<file path="src/rtl/i2c_arbiter_if.sv">
// Signal bundle between three requesters, the arbiter and a single i2c_master.
// slave: the arbiter's view; master: the requesters plus the i2c_master side.
interface i2c_arbiter_if;
    logic [2:0]  i_Req;
    logic [2:0]  i_RW;
    logic [23:0] i_Reg_Addr;
    logic [23:0] i_Write_Data;
    logic [2:0]  o_Grant;
    logic [2:0]  o_Done;
    logic [2:0]  o_Error;
    logic [7:0]  o_Read_Data;
    logic        o_Busy;
    logic        o_I2C_Enable;
    logic        o_I2C_RW;
    logic [7:0]  o_I2C_Reg_Addr;
    logic [7:0]  o_I2C_Write_Data;
    logic [7:0]  i_I2C_Read_Data;
    logic        i_I2C_Data_Valid;
    logic        i_I2C_Ready;

    modport slave (
        input  i_Req, i_RW, i_Reg_Addr, i_Write_Data,
        input  i_I2C_Read_Data, i_I2C_Data_Valid, i_I2C_Ready,
        output o_Grant, o_Done, o_Error, o_Read_Data, o_Busy,
        output o_I2C_Enable, o_I2C_RW, o_I2C_Reg_Addr, o_I2C_Write_Data
    );

    modport master (
        output i_Req, i_RW, i_Reg_Addr, i_Write_Data,
        output i_I2C_Read_Data, i_I2C_Data_Valid, i_I2C_Ready,
        input  o_Grant, o_Done, o_Error, o_Read_Data, o_Busy,
        input  o_I2C_Enable, o_I2C_RW, o_I2C_Reg_Addr, o_I2C_Write_Data
    );
endinterface

</file>
<file path="src/rtl/i2c_arbiter.sv">
// Round-robin arbiter sharing one i2c_master among three requesters, with a
// per-transaction timeout and a one-cycle cooldown between owners.
module i2c_arbiter #(
    parameter int unsigned TIMEOUT_CYCLES = 50_000
) (
    input logic           i_Clk,
    input logic           i_Rst,
    i2c_arbiter_if.slave  bus
);

    typedef enum logic [2:0] {
        StIdle,
        StIssue,
        StWaitStart,
        StWaitDone,
        StCooldown
    } state_e;

    localparam logic [31:0] TimeoutLast = 32'(TIMEOUT_CYCLES - 1);

    state_e      state_q, state_d;
    logic [1:0]  last_q, last_d;
    logic [1:0]  owner_q, owner_d;
    logic [2:0]  grant_q, grant_d;
    logic [2:0]  done_q, done_d;
    logic [2:0]  error_q, error_d;
    logic [7:0]  read_data_q, read_data_d;
    logic        rw_q, rw_d;
    logic [7:0]  addr_q, addr_d;
    logic [7:0]  wdata_q, wdata_d;
    logic [31:0] cnt_q, cnt_d, cnt_inc;
    logic        timeout, complete, expire;
    logic [1:0]  cand [3];
    logic [1:0]  pick;
    logic        pick_valid;

    // Search order starts just after the previous owner.
    always_comb begin
        case (last_q)
            2'd0: begin cand[0] = 2'd1; cand[1] = 2'd2; cand[2] = 2'd0; end
            2'd1: begin cand[0] = 2'd2; cand[1] = 2'd0; cand[2] = 2'd1; end
            default: begin cand[0] = 2'd0; cand[1] = 2'd1; cand[2] = 2'd2; end
        endcase
        pick       = 2'd0;
        pick_valid = 1'b0;
        for (int k = 2; k >= 0; k--) begin
            if (bus.i_Req[cand[k]]) begin
                pick       = cand[k];
                pick_valid = 1'b1;
            end
        end
    end

    assign cnt_inc = (cnt_q == '1) ? cnt_q : cnt_q + 32'd1;
    assign timeout = (cnt_inc >= TimeoutLast);

    always_comb begin
        state_d     = state_q;
        last_d      = last_q;
        owner_d     = owner_q;
        grant_d     = grant_q;
        done_d      = '0;
        error_d     = '0;
        read_data_d = read_data_q;
        rw_d        = rw_q;
        addr_d      = addr_q;
        wdata_d     = wdata_q;
        cnt_d       = cnt_q;
        complete    = 1'b0;
        expire      = 1'b0;

        unique case (state_q)
            StIdle: begin
                if (pick_valid && bus.i_I2C_Ready) begin
                    owner_d = pick;
                    grant_d = 3'b001 << pick;
                    rw_d    = bus.i_RW[pick];
                    addr_d  = bus.i_Reg_Addr[{pick, 3'b000} +: 8];
                    wdata_d = bus.i_Write_Data[{pick, 3'b000} +: 8];
                    state_d = StIssue;
                end
            end
            StIssue: begin
                cnt_d   = '0;
                state_d = StWaitStart;
            end
            StWaitStart: begin
                cnt_d = cnt_inc;
                if (timeout) begin
                    expire = 1'b1;
                end else if (!bus.i_I2C_Ready) begin
                    state_d = StWaitDone;
                end
            end
            StWaitDone: begin
                cnt_d = cnt_inc;
                if (bus.i_I2C_Data_Valid && rw_q) begin
                    read_data_d = bus.i_I2C_Read_Data;
                end
                // Completion beats a simultaneous timeout.
                if (bus.i_I2C_Ready) begin
                    complete = 1'b1;
                end else if (timeout) begin
                    expire = 1'b1;
                end
            end
            StCooldown: begin
                state_d = StIdle;
            end
            default: begin
                state_d = StIdle;
            end
        endcase

        if (complete || expire) begin
            grant_d = '0;
            last_d  = owner_q;
            done_d  = complete ? grant_q : 3'b000;
            error_d = complete ? 3'b000 : grant_q;
            state_d = StCooldown;
        end
    end

    always_ff @(posedge i_Clk) begin
        if (i_Rst) begin
            state_q     <= StIdle;
            last_q      <= 2'd2;
            owner_q     <= '0;
            grant_q     <= '0;
            done_q      <= '0;
            error_q     <= '0;
            read_data_q <= '0;
            rw_q        <= 1'b0;
            addr_q      <= '0;
            wdata_q     <= '0;
            cnt_q       <= '0;
        end else begin
            state_q     <= state_d;
            last_q      <= last_d;
            owner_q     <= owner_d;
            grant_q     <= grant_d;
            done_q      <= done_d;
            error_q     <= error_d;
            read_data_q <= read_data_d;
            rw_q        <= rw_d;
            addr_q      <= addr_d;
            wdata_q     <= wdata_d;
            cnt_q       <= cnt_d;
        end
    end

    assign bus.o_Grant          = grant_q;
    assign bus.o_Done           = done_q;
    assign bus.o_Error          = error_q;
    assign bus.o_Read_Data      = read_data_q;
    assign bus.o_Busy           = (state_q != StIdle);
    assign bus.o_I2C_Enable     = (state_q == StIssue);
    assign bus.o_I2C_RW         = rw_q;
    assign bus.o_I2C_Reg_Addr   = addr_q;
    assign bus.o_I2C_Write_Data = wdata_q;

endmodule
</file>
<file path="src/flat_wrapper.sv">
// flat-port wrapper written by rule: the top's interface ports become plain ports
module i2c_arbiter_flat 
#(
    parameter int unsigned TIMEOUT_CYCLES = 50_000
)
  (i_Clk, i_Rst, bus_i_Req, bus_i_RW, bus_i_Reg_Addr, bus_i_Write_Data, bus_i_I2C_Read_Data, bus_i_I2C_Data_Valid, bus_i_I2C_Ready, bus_o_Grant, bus_o_Done, bus_o_Error, bus_o_Read_Data, bus_o_Busy, bus_o_I2C_Enable, bus_o_I2C_RW, bus_o_I2C_Reg_Addr, bus_o_I2C_Write_Data);
  i2c_arbiter_if bus_i ();
  input logic i_Clk;
  input logic i_Rst;
  input wire logic [$bits(bus_i.i_Req)-1:0] bus_i_Req;
  input wire logic [$bits(bus_i.i_RW)-1:0] bus_i_RW;
  input wire logic [$bits(bus_i.i_Reg_Addr)-1:0] bus_i_Reg_Addr;
  input wire logic [$bits(bus_i.i_Write_Data)-1:0] bus_i_Write_Data;
  input wire logic [$bits(bus_i.i_I2C_Read_Data)-1:0] bus_i_I2C_Read_Data;
  input wire logic [$bits(bus_i.i_I2C_Data_Valid)-1:0] bus_i_I2C_Data_Valid;
  input wire logic [$bits(bus_i.i_I2C_Ready)-1:0] bus_i_I2C_Ready;
  output wire logic [$bits(bus_i.o_Grant)-1:0] bus_o_Grant;
  output wire logic [$bits(bus_i.o_Done)-1:0] bus_o_Done;
  output wire logic [$bits(bus_i.o_Error)-1:0] bus_o_Error;
  output wire logic [$bits(bus_i.o_Read_Data)-1:0] bus_o_Read_Data;
  output wire logic [$bits(bus_i.o_Busy)-1:0] bus_o_Busy;
  output wire logic [$bits(bus_i.o_I2C_Enable)-1:0] bus_o_I2C_Enable;
  output wire logic [$bits(bus_i.o_I2C_RW)-1:0] bus_o_I2C_RW;
  output wire logic [$bits(bus_i.o_I2C_Reg_Addr)-1:0] bus_o_I2C_Reg_Addr;
  output wire logic [$bits(bus_i.o_I2C_Write_Data)-1:0] bus_o_I2C_Write_Data;
  assign bus_i.i_Req = bus_i_Req;
  assign bus_i.i_RW = bus_i_RW;
  assign bus_i.i_Reg_Addr = bus_i_Reg_Addr;
  assign bus_i.i_Write_Data = bus_i_Write_Data;
  assign bus_i.i_I2C_Read_Data = bus_i_I2C_Read_Data;
  assign bus_i.i_I2C_Data_Valid = bus_i_I2C_Data_Valid;
  assign bus_i.i_I2C_Ready = bus_i_I2C_Ready;
  assign bus_o_Grant = bus_i.o_Grant;
  assign bus_o_Done = bus_i.o_Done;
  assign bus_o_Error = bus_i.o_Error;
  assign bus_o_Read_Data = bus_i.o_Read_Data;
  assign bus_o_Busy = bus_i.o_Busy;
  assign bus_o_I2C_Enable = bus_i.o_I2C_Enable;
  assign bus_o_I2C_RW = bus_i.o_I2C_RW;
  assign bus_o_I2C_Reg_Addr = bus_i.o_I2C_Reg_Addr;
  assign bus_o_I2C_Write_Data = bus_i.o_I2C_Write_Data;
  i2c_arbiter #(.TIMEOUT_CYCLES(TIMEOUT_CYCLES)) u_core (.i_Clk(i_Clk), .i_Rst(i_Rst), .bus(bus_i));
endmodule
</file>
<file path="config.mk">
export PLATFORM = sky130hd
export DESIGN_NAME = i2c_arbiter_flat
export DESIGN_NICKNAME = d
export VERILOG_FILES = /design/src/rtl/i2c_arbiter_if.sv /design/src/rtl/i2c_arbiter.sv /design/src/flat_wrapper.sv
export SDC_FILE = /design/constraint.sdc
export NUM_CORES = 1
export LEC_CHECK = 0
export CAP_MARGIN = 20
export CORE_MARGIN = 2
export CORE_UTILIZATION = 51
export CTS_BUF_LIST = sky130_fd_sc_hd__clkbuf_4 sky130_fd_sc_hd__clkbuf_8
export DETAILED_ROUTE_END_ITERATION = 8
export PLACE_DENSITY = 0.81
export RECOVER_POWER = 25
export SLEW_MARGIN = 20
export SYNTH_ARGS = -nofsm -noshare
export SYNTH_HDL_FRONTEND = slang
export SYNTH_SLANG_ARGS = --single-unit
</file>
<file path="constraint.sdc">
create_clock -name i_Clk -period 4 [get_ports i_Clk]
set_input_delay 0.4 -clock i_Clk [delete_from_list [all_inputs] [get_ports i_Clk]]
set_output_delay 0.4 -clock i_Clk [all_outputs]
set_load 0.02 [all_outputs]
</file>
# --- Yosys cells after proc, flatten, opt, wreduce, memory -nomap -nowiden ---
# Cells that the tools add are included.
word_totals:
  regBits: 73
  latch_bits: 0
  ramBits: 0
  rom_bits: 0
  in_bits: 66
  out_inout_bits: 36
  wordCells: 78
  n_memories: 0
classes:
  add_sub_neg: 1
  n_mul: 0
  div: 0
  n_lt_le_gt_ge: 5
  eq_ne: 12
  n_shift: 3
  n_mux: 27
  bitwise_logic: 3
  reduce_logical: 15
ops:
  columns: ["op", "count"]
  rows:
  - ["$pmux 32 s2", 1]
  - ["$shiftx 24x6->8", 2]
  - ["$add 32x1->32 const B", 1]
  - ["$eq 32x32->1 const B", 1]
  - ["$ge 32x16->1 const B", 1]
  - ["$mux 32", 1]
  - ["$lt 2x3->1 const B", 4]
  - ["$mux 3", 4]
  - ["$pmux 3 s4", 1]
  - ["$pmux 6 s2", 1]
  - ["$mux 1", 11]
  - ["$bmux 1 s2", 4]
  - ["$reduce_and 4->1", 2]
  - ["$eq 3x2->1 const B", 2]
  - ["$mux 2", 3]
  - ["$reduce_or 3->1", 2]
  - ["$ne 2x1->1 const B", 2]
  - ["$ne 2x2->1 const B", 2]
  - ["$reduce_and 2->1", 2]
  - ["$reduce_or 2->1", 2]
  - ["$eq 3x1->1 const B", 1]
  - ["$logic_not 3->1", 1]
  - ["$ne 3x1->1 const B", 1]
  - ["$ne 3x2->1 const B", 1]
  - ["other kinds (10)", 13]

# --- Depth between registers and ports, before layout ---
# Gate-level depths: netlist (run 1).
logic_depth:
  depth_word: 11
  mapped_depth: 12
  depth_no_buf: 9

# --- Worst setup path before layout (run 1) ---
# Ideal clock, no wire load.
synth_timing:
  kind: "flip-flop to flip-flop"
  start: "register u_core.cnt_q[0]"
  end: "register u_core.state_q[0]"
  setup_time_ps: 88
  arrival_time_ps: 2992
  required_ps: 3912
  path_slack_ps: 920
  path_stages_with_launch: 12
  n_path_buf: 2
  period_less_slack_ps: 3080
  path_cell_list: "dfxtp_1 ha_1 and3_1 clkbuf_1 nand3_1 or4_1 o21a_1 a2111oi_2 nand4b_1 o41a_1 buf_6 nor4_4"
synth_via:
  elab_chain_cells: 8
  word_cells_on_any_way: 11
  cone_classes: "1 x add/sub; 1 x order compare; 2 x eq/ne; 4 x mux; 3 x reduce/logical"
synth_rtl:
  columns: ["item", "line_no", "source"]
  rows:
  - ["start: declaration", "i2c_arbiter.sv:31", "logic [31:0] cnt_q, cnt_d, cnt_inc;"]
  - ["start signal: assignment", "i2c_arbiter.sv:148", "cnt_q <= cnt_d;"]
  - ["$add 32x1->32 / $eq 32x32->1 (equally long branches)", "i2c_arbiter.sv:54", "assign cnt_inc = (cnt_q == '1) ? cnt_q : cnt_q + 32'd1;"]
  - ["$mux 32 (*)", "i2c_arbiter.sv:54", null]
  - ["$ge 32x16->1 (*)", "i2c_arbiter.sv:55", "assign timeout = (cnt_inc >= TimeoutLast);"]
  - ["$mux 1", "i2c_arbiter.sv:89, i2c_arbiter.sv:103", null]
  - ["$mux 1", "i2c_arbiter.sv:101", "if (bus.i_I2C_Ready) begin"]
  - ["$pmux 1 s2", "i2c_arbiter.sv:72", "unique case (state_q)"]
  - ["$logic_or 1x1->1", "i2c_arbiter.sv:115", "if (complete || expire) begin"]
  - ["$reduce_or 2->1 (no source line)", null, null]
  - ["end signal: assignment", "i2c_arbiter.sv:126", "state_q <= StIdle;"]
  - ["end signal: assignment", "i2c_arbiter.sv:138", "state_q <= state_d;"]
  - ["end: declaration", "i2c_arbiter.sv:21", "state_e state_q, state_d;"]
# Every way passes the cells marked *; elsewhere a longest branch is shown, timed or not.
# A chain may end at the register's enable or synchronous reset.

# --- Final worst setup path (run 1) ---
layout_timing:
  start: "register u_core.cnt_q[10]"
  end: "register u_core.state_q[2]"
layout_via:
  elab_chain_cells: 9
  word_cells_on_any_way: 14
  cone_classes: "1 x add/sub; 1 x order compare; 5 x eq/ne; 5 x mux; 2 x reduce/logical"
layout_rtl:
  columns: ["item", "line_no"]
  rows:
  - ["$add 32x1->32 / $eq 32x32->1 (equally long branches)", "i2c_arbiter.sv:54"]
  - ["$mux 32 (*)", "i2c_arbiter.sv:54"]
  - ["$ge 32x16->1 (*)", "i2c_arbiter.sv:55"]
  - ["$mux 1", "i2c_arbiter.sv:89, i2c_arbiter.sv:103"]
  - ["$mux 1", "i2c_arbiter.sv:101"]
  - ["$pmux 1 s2", "i2c_arbiter.sv:72"]
  - ["$logic_or 1x1->1", "i2c_arbiter.sv:115"]
  - ["$ne 3x3->1 (no source line) (tied with other cells)", null]
  - ["$reduce_and 4->1 (no source line)", null]
# Marked as above.

==> impl.org, run 1 <==
** Logic synthesis
- FF+latch count, synth :: between 70 and 80
- Number of flops mapped to enable cells by yosys :: 0
- Yosys printed 0 warnings.
- Sequential share of the synthesized area :: 0.356
- In the synthesized netlist, the number of instances is ~520.
- Async SR Flop Fraction :: 0
- Area of the mapped netlist :: 0.00411 mm2
- The number of nets in the synthesized netlist is 591.
- Library cells used by synthesis :: 57
- In the synthesized netlist the dominant register cell turns out to be dfxtp_1.
- Synth Area per Inst :: about 7.8 um2

** Drt
- Average wire per standard cell :: about 18 um
- The pre-antenna-repair detailed-routing pass consisted of 5 iterations.
- Once detail routing completed, the nets flagged for antenna violations numbered 0.
- Detailed-route via count :: 4396
- The final layout contains routed wiring with a total length of between 10 and 15 mm.
- Using the TritonRoute via totals, the vias-per-cell ratio works out to around 6.2.
- Drt drc :: 0
- The detailed router finished its first iteration with 414 violations.

** Global routing
- The first global-routing pass estimated 20.2 mm of wire.
- Via count of the first global-routing pass :: about 4100
- Initial antenna violation count :: 0
- After global routing the overflow that remains totals 0.
- Total Routing Usage GR :: 0.290
- Entering global routing, the biggest net connects 46 pins.

** STA
- Worst Clk Skew :: 0.0127 ns
- Setup-failing EPs final :: 0
- Setup repair after global routing left no endpoint under its margin.
- Number of max-slew violations in the final report :: 0
- In the finished design, the share of the clock period the worst path needs comes to 0.913.
- After layout, the minimum clock period comes to about 3.7 ns.
- At the pin with the least slew margin, the transition time is ~1.0 ns.
- Final worst slack :: approximately 0.35 ns
- For the final routed database, the setup TNS stands at 0 ns.
- The number of endpoints with negative hold slack in the final report is 0.
- Static timing analysis puts the maximum clock frequency at between 0.2 and 0.3 GHz.
- Headroom to the max-slew limit came out at 0.307.

** Floorplanning
- Core region area :: between 0.007 and 0.008 mm2
- Measured along the y axis, the die boundary spans ~94 um.
- a little over 100 I/O pins were placed.
- Placement row count :: 32
- The die covers between 0.008 and 0.009 mm2.
- Die Wd :: 93.7 um
- The initial utilization of the core area, before any placement, comes to 0.529.

** Worst setup path
- Data on the critical path is required at its endpoint by roughly 4.2 ns.
- Broken down by cell family, the worst path's largest delay share belongs to compound AO/OA/AOI/OAI gates.
- Start point of the critical path :: u_core.cnt_q[10]$_SDFFE_PP0P_
- CP max-delay cell :: or4_1
- Walking the worst path, the cells encountered are nand4_2 -> or4_1 -> o31ai_4 -> o31ai_2 -> a2111oi_2 -> nand4b_1 -> o41a_2 -> nor2b_1.
- Startpoint of the most critical register-to-register path :: u_core.cnt_q[10]$_SDFFE_PP0P_
- R2R Setup Slk :: approximately 0.35 ns
- Kind of end point of the critical path :: register
- Worst setup SP type :: register
- Worst endpoint data arrival time :: 3.86 ns
- Worst setup path class :: register to register
- Critical path buffer and inverter count :: 0
- Critical path peak fanout :: 12
- In this run the critical register-to-register path is captured at u_core.state_q[2]$_SDFFE_PP0P_.
- CP max stage delay :: a little over 0.7 ns
- Depth of the worst register-to-register path :: 8
- The critical path crosses 8 cells after its start point.

** Min path
- The worst hold path terminates at u_core.bus.o_Error[0]$_SDFF_PP0_.
- Hold Crit Class :: register to register
- The worst hold path begins at u_core.bus.o_Grant[0]$_SDFFE_PP0P_.
- Worst hold stages :: 2

** Final layout
- Fraction of layout cells with a size suffix above 1 :: 0.0748
- Across the whole layout, storage elements account for 0.00146 mm2.
- After the flow finishes, the layout carries non-filler instances totaling ~700.
- Fin nets :: about 660
- P&R area growth vs syn :: 29.4%
- Counting the fill cells in the layout gives roughly 670.
- Multi-input gate area :: 0.00241 mm2
- The repair_antennas step left the layout with diodes totalling 0.

** Clock network
- Buffer cell driving the clock tree root :: clkbuf_8
- TritonCTS built the clock tree.
- Post-CTS Setup Bufs :: 0
- Worst-Skew Late Latency :: 0.36 ns
- After clock tree synthesis, the clock-pin slew on the worst setup and hold paths is around 0.080 ns.
- Hold repair after CTS inserted 0 buffers.
- TritonCTS created 9 clock buffers.
- Quantity of gates resized following cts :: 0
- The H-tree generated during clock tree synthesis spans 3 levels.
- The tree built by TritonCTS fans out to 73 sinks.
- Counting along the longest clock path gives a buffer depth of 2.

** Placed design
- Port buffer count :: about 100
- Final HPWL DP :: about 9 mm
- Total instance count after detailed placement :: between 600 and 700
- Gp weighted congestion :: around 0.96
- Timing analysis after detailed placement gives a worst setup slack of 0.376 ns.

** Job
- Total of max-cap violations :: 0

** Power
- VDD sags by at most approximately 0.17 mV.
- In this run the static leakage power is 1.81 nW.
- Total power :: ~1.7 mW
- Total power divided by cell area :: ~320 mW/mm2

** Run status
- Result of the run :: finished, final reports clean
==> through the flow <==
| stage | utilization | cell area, um2 | hold WS, ns |
|---|---|---|---|
| 6_report | 0.684 | 5310 | 0.497 |
| 5_1_grt | 0.684 | 5310 | 0.514 |
| 4_1_cts | 0.684 | 5310 | 0.497 |
| 3_5_place_dp | 0.657 | 5100 | 0.483 |
| 3_3_place_gp | 0.657 | 5100 | 0.462 |
| 2_1_floorplan | - | 4110 | 0.453 |
==> placed cells by master (no fill, tap or decap), types with 6 or more instances in the layout <==
cell type and instances:
clkdlybuf4s50_1 73, dfxtp_1 73, nor2_1 66, nand2_1 47
a21oi_1 33, dlygate4sd3_1 27, nor3_1 25, o21ai_0 23
a211oi_1 22, nand3_1 21, a221oi_1 17, mux2i_1 11
a311oi_1 11, nand4_1 10, clkbuf_8 10, buf_4 10
and3_1 8, nor4_1 8, inv_1 7, xor2_1 7
xnor2_1 7, or4_1 6, a31oi_1 6
==> Yosys cell counts, types with 2 or more instances <==
master / instances / share of area
a41oi_1: 3 / 0.0064
and2_1: 5 / 0.0076
a22oi_1: 4 / 0.0073
and4_1: 3 / 0.0064
or2_2: 3 / 0.0046
inv_1: 7 / 0.0064
and3_1: 8 / 0.012
nor3b_1: 2 / 0.0037
nor3_1: 25 / 0.030
clkbuf_1: 33 / 0.030
xor2_1: 7 / 0.015
o31ai_1: 2 / 0.0037
a32oi_1: 2 / 0.0043
dfxtp_1: 73 / 0.36
a211oi_1: 22 / 0.040
buf_4: 2 / 0.0037
xnor2_1: 7 / 0.015
buf_6: 2 / 0.0055
nor2b_1: 3 / 0.0046
nand2_1: 47 / 0.043
a21oi_1: 33 / 0.040
o311a_1: 2 / 0.0049
clkbuf_2: 2 / 0.0024
o21a_1: 4 / 0.0073
nor2_1: 66 / 0.060
o22ai_1: 2 / 0.0030
nand4_1: 10 / 0.015
or3_1: 3 / 0.0046
a311oi_1: 11 / 0.023
buf_2: 9 / 0.011
nand2b_1: 5 / 0.0076
a31oi_1: 6 / 0.0091
nor3_2: 5 / 0.012
a221oi_1: 17 / 0.036
or4_1: 6 / 0.011
nand3_1: 21 / 0.026
mux2i_1: 11 / 0.027
nor4_1: 9 / 0.014
o211ai_1: 2 / 0.0037
o21ai_0: 23 / 0.028
==> worst reg2reg max path: stages (launching register included) <==
cell	delay (ns)
dfxtp_1	0.54
nand4_2	0.22
or4_1	0.73
o31ai_4	0.51
o31ai_2	0.13
a2111oi_2	0.37
nand4b_1	0.17
o41a_2	0.65
nor2b_1	0.18
==> final cells by class <==
class                      count  area share
timing repair buffer         111       0.203
clock buffer                  11      0.0273
clock inverter                 5      0.0118
multi-input combinational    395       0.453
sequential                    73       0.275
tap                          102      0.0240
inverter                       7     0.00495
==> flip-flops by register name, summed over array words and instances (netlist names) <==
| register | cells |
|---|---|
| u_core.cnt_q | 32 |
| u_core.owner_q | 2 |
| u_core.last_q | 2 |
| u_core.bus.o_I2C_RW | 1 |
| u_core.bus.o_Grant | 3 |
| u_core.state_q | 3 |
| u_core.bus.o_I2C_Reg_Addr | 8 |
| u_core.bus.o_Done | 3 |
| u_core.bus.o_Error | 3 |
| u_core.bus.o_Read_Data | 8 |
| u_core.bus.o_I2C_Write_Data | 8 |
==> power breakdown <==
group | switching [mW] | total (mW) | leakage [nW] | internal (mW)
clock network | 0.296 | 0.612 | 0.100 | 0.317
registers | 0.0204 | 0.774 | 0.592 | 0.754
logic | 0.185 | 0.335 | 1.12 | 0.150
==> worst max-delay path by stage <==
stage,to,slack [ns]
3_5_place_dp,u_core.last_q[1]$_SDFFE_PP1P_,0.38
3_3_place_gp,u_core.state_q[2]$_SDFFE_PP0P_,0.48
2_1_floorplan,u_core.state_q[0]$_SDFFE_PP0P_,0.92
5_1_grt,u_core.state_q[2]$_SDFFE_PP0P_,0.12
4_1_cts,u_core.last_q[0]$_SDFFE_PP0P_,0.29
6_report,u_core.state_q[2]$_SDFFE_PP0P_,0.35
==> cell families after synthesis <==
family          Yosys count  share of synthesized area
compound gates          144                      0.248
buf+inv                  56                     0.0600
mux                      11                     0.0268
flops                    73                      0.356
fa+ha+maj                 1                    0.00305
xor+xnor                 14                     0.0299
simple gates            225                      0.276
==> metal layers <==
layer,share of wire,vias to the layer above,wire [um],GRT usage
li1,-,2103,-,-
met1,0.42,2050,5150,0.364
met2,0.47,212,5780,0.470
met3,0.088,31,1080,0.0835
met4,0.025,0,308,0.109
met5,0,-,0,0
No activity file was read; power rests on OpenSTA's default activity.
==> inputs of run 2 (changes only) <==
ABC_AREA = 0   (was default)
GPL_ROUTABILITY_DRIVEN = 0   (was default)
==> run 2 against run 1 <==
  * First-iteration DRC count shrank 35%
  * Critical path depth is the same
  * Final area shrank 0.24%
  * Worst setup slack lost 0.12 ns
  * Global-route usage shrank 2.1 points
  * Non-clock buffer count shrank 2
  * Fmax shrank 3.2%
  * Wire length shrank 5.0%
  * Clock-buffer cell count is the same
  * Via count shrank 1.3%
  * Critical path type unchanged
  * Largest power group unchanged
  * Highest routed layer unchanged
==> impl.org, run 2 (synthesized netlist as in run 1, its figures left out) <==
** Clock network
- The number of buffers inserted during clock tree synthesis came to 9 (unchanged).
- TritonCTS built the clock tree.
- The clock edge transition at the registers on the reported setup and hold paths was 0.07 ns (about the same).
- The TritonCTS sink count came to 73 (unchanged).
- Buffer cell driving the clock tree root :: clkbuf_8
- Longest Clk Path Bufs :: 2 (unchanged)
- Worst-Skew Late Latency :: 0.36 ns (about the same)
- The hold-fix buffer count after cts came to 0 (unchanged).
- The number of H-tree branching levels is 3 (unchanged).

** Worst setup path
- The required time of the critical path is 4.28 ns (+0.07 ns).
- Worst endpoint data arrival time :: 4.05 ns (+0.19 ns)
- Traced cell by cell, the critical path runs through nand4_2 -> or4_1 -> o21ai_0 -> mux2i_1 -> o311ai_0 -> a2111oi_1 -> o41a_1 -> mux2i_1.
- The number of cells on the worst reg-to-reg path is 8 (unchanged).
- Worst setup path class :: register to register
- CP max-delay cell :: or4_1
- The delay of the slowest cell on the worst path is 0.75 ns (+0.03 ns).
- Kind of end point of the critical path :: register
- The biggest fanout along the worst timing path came to 12 (unchanged).
- Worst setup SP type :: register
- Counting stages on the worst path, the most repeated cell is mux2i_1.

** Final layout
- The top cell types in the final layout, fill and taps aside, are clkdlybuf4s50_1, dfxtp_1, nor2_1.
- P&R area growth vs syn :: 29.1%
- The antenna diode count came to 0 (unchanged).
- Fin nets :: 662 (-0.30%)
- Fraction of layout cells with a size suffix above 1 :: 0.0717 (-0.00308)
- The number of fill cells came to 641 (-4.6%).
- Util after Layout :: 0.682 (-0.00161)
- The number of flip-flops in the largest register was 32 (unchanged).
- Design Area, Final :: 0.00530 mm2 (-0.24%)
- The register with the most flip-flops in the final layout is u_core.cnt_q.

** Job
- Total of max-cap violations :: 0 (unchanged)

** Global routing
- Busiest grt layer :: met2
- Met3 track demand over resource :: 0.0795 (-0.00401)
- First-pass GRT wire length :: 18.8 mm (-6.6%)
- The number of antenna violations at the first check in global routing came to 0 (unchanged).
- Pin count of the biggest net entering global routing :: 49 (+6.5%)
- The met1 track demand over resource is 0.342 (-0.0226).
- Total congestion overflow after global routing :: 0 (unchanged)
- Total Routing Usage GR :: 0.269 (-0.0208)
- Via count of the first global-routing pass :: 3961 (-2.7%)
- Met2 routing resource usage after global routing :: 0.420 (-0.0506)

** STA
- Setup repair after global routing left no endpoint under its margin.
- Worst Clk Skew :: 0.0109 ns (-0.00175 ns)
- The final critical path time including I/O delays and setup is 3.77 ns (+0.121 ns).
- The final setup slack of the worst path came to 0.227 ns (-0.121 ns).
- Worst-margin pin slew :: 1.00 ns (-0.0367 ns)
- The sum of negative setup slack came to 0 ns (unchanged).
- Slew HR :: 0.331 (+0.0245)
- Number of max-slew violations in the final report :: 0 (unchanged)
- The number of endpoints with negative hold slack in the final report came to 0 (unchanged).
- Setup-failing EPs final :: 0 (unchanged)
- Share of the clock period used by the worst path :: 0.943 (+0.0304)
- Achievable Freq :: 0.265 GHz (-3.2%)

** Power
- The post-route total power was 1.71 mW (-0.70%).
- Maximum vdd drop :: 0.170 mV (-1.5%)
- The leakage power summed over all cells was 1.80 nW (-0.82%).
- The power density over the cells was 322 mW/mm2 (-0.46%).

** Drt
- The violation count after the first detailed-route iteration came to 271 (-35%).
- The number of DRC violations after detailed routing is 0 (unchanged).
- Detailed-router iteration count before antenna repair :: 5 (unchanged)
- The via total after detailed routing was 4339 (-1.3%).
- Total Routed Length :: 11.7 mm (-5.0%)
- Average wire per standard cell :: 16.7 um (-4.8%)
- Routed vias/inst :: 6.18 (-1.0%)
- Post-DRT Antenna Nets :: 0 (unchanged)

** Floorplanning
- The width of the chip is 93.7 um (unchanged).
- Starting Density :: 0.529 (unchanged)
- The overall die area is 0.00879 mm2 (unchanged).
- The I/O pin count came to 102 (unchanged).
- Placement row count :: 32 (unchanged)
- The core area is 0.00777 mm2 (unchanged).
- Die height :: 93.7 um (unchanged)

** Run status
- The run finished with clean final reports.

** Min path
- The tightest min-delay check is of the register to register type.
- The worst hold path cell count came to 2 (unchanged).

** Placed design
- The pre-CTS setup slack came to 0.269 ns (-0.107 ns).
- Cell area reported after detailed placement :: 0.00508 mm2 (-0.44%)
- The count of buffers inserted at the top-level ports is 101 (unchanged).
- Final HPWL DP :: 8.44 mm (-4.4%)
-- run 2: cell types whose count changed in the layout (fill, tap and decap cells not counted) --
| cell | change |
|---|---|
| clkinv_4 | +1 |
| clkinvlp_4 | -2 |
| o41a_2 | -1 |
| nor4_2 | +1 |
| inv_6 | -2 |
| o41a_1 | +1 |
| clkbuf_8 | +1 |
| clkbuf_4 | -1 |
| nor4_1 | -1 |
| buf_4 | -2 |
| clkinv_2 | +3 |
-- run 2: power by group --
| group | switching, mW | total (mW) | internal (mW) |
|---|---|---|---|
| registers | 0.0202 | 0.774 | 0.754 |
| logic | 0.182 | 0.332 | 0.150 |
| clock network | 0.282 | 0.603 | 0.320 |
-- run 2: critical path: cells and delay by family (launching register included) --
kind / cells / cell delay [ns]
mux: 2 / 0.54
compound gates: 4 / 1.64
flops: 1 / 0.53
simple gates: 2 / 0.98
-- run 2: worst paths after layout --
path | startpoint | to | slack [ns]
worst max-delay path | u_core.cnt_q[10]$_SDFFE_PP0P_ | u_core.last_q[1]$_SDFFE_PP1P_ | 0.23
worst max register to register | u_core.cnt_q[10]$_SDFFE_PP0P_ | u_core.last_q[1]$_SDFFE_PP1P_ | 0.23
worst min-delay path | u_core.bus.o_Grant[0]$_SDFFE_PP0P_ | u_core.bus.o_Error[0]$_SDFF_PP0_ | 0.48
worst min register to register | u_core.bus.o_Grant[0]$_SDFFE_PP0P_ | u_core.bus.o_Error[0]$_SDFF_PP0_ | 0.48
-- run 2: cell type report --
cell class	instances	area (um2)	share of cell area
sequential	73	1460	0.276
multi-input combinational	395	2410	0.455
inverter	7	26.3	0.00496
tap	102	128	0.0241
clock buffer	11	151	0.0286
clock inverter	5	53.8	0.0102
timing repair buffer	109	1070	0.201
-- run 2: stage by stage --
stage / hold slack, ns / std cells
final: 0.483 / 702
after global routing: 0.514 / 702
after CTS: 0.486 / 701
after detailed placement: 0.472 / 685
after global placement: 0.463 / 685
after floorplan: 0.453 / 524
-- run 2: repair_timing --
item	4_1_cts	5_1_grt
hold endpoints to repair	0	0
setup endpoints to repair	0	1
gates resized for setup	0	1
buffers inserted	0	1
-- run 2: routing by layer --
metal,routed length [um],share of wire
met1,4920,0.42
met2,5420,0.46
met3,1080,0.092
met4,284,0.024
met5,0,0
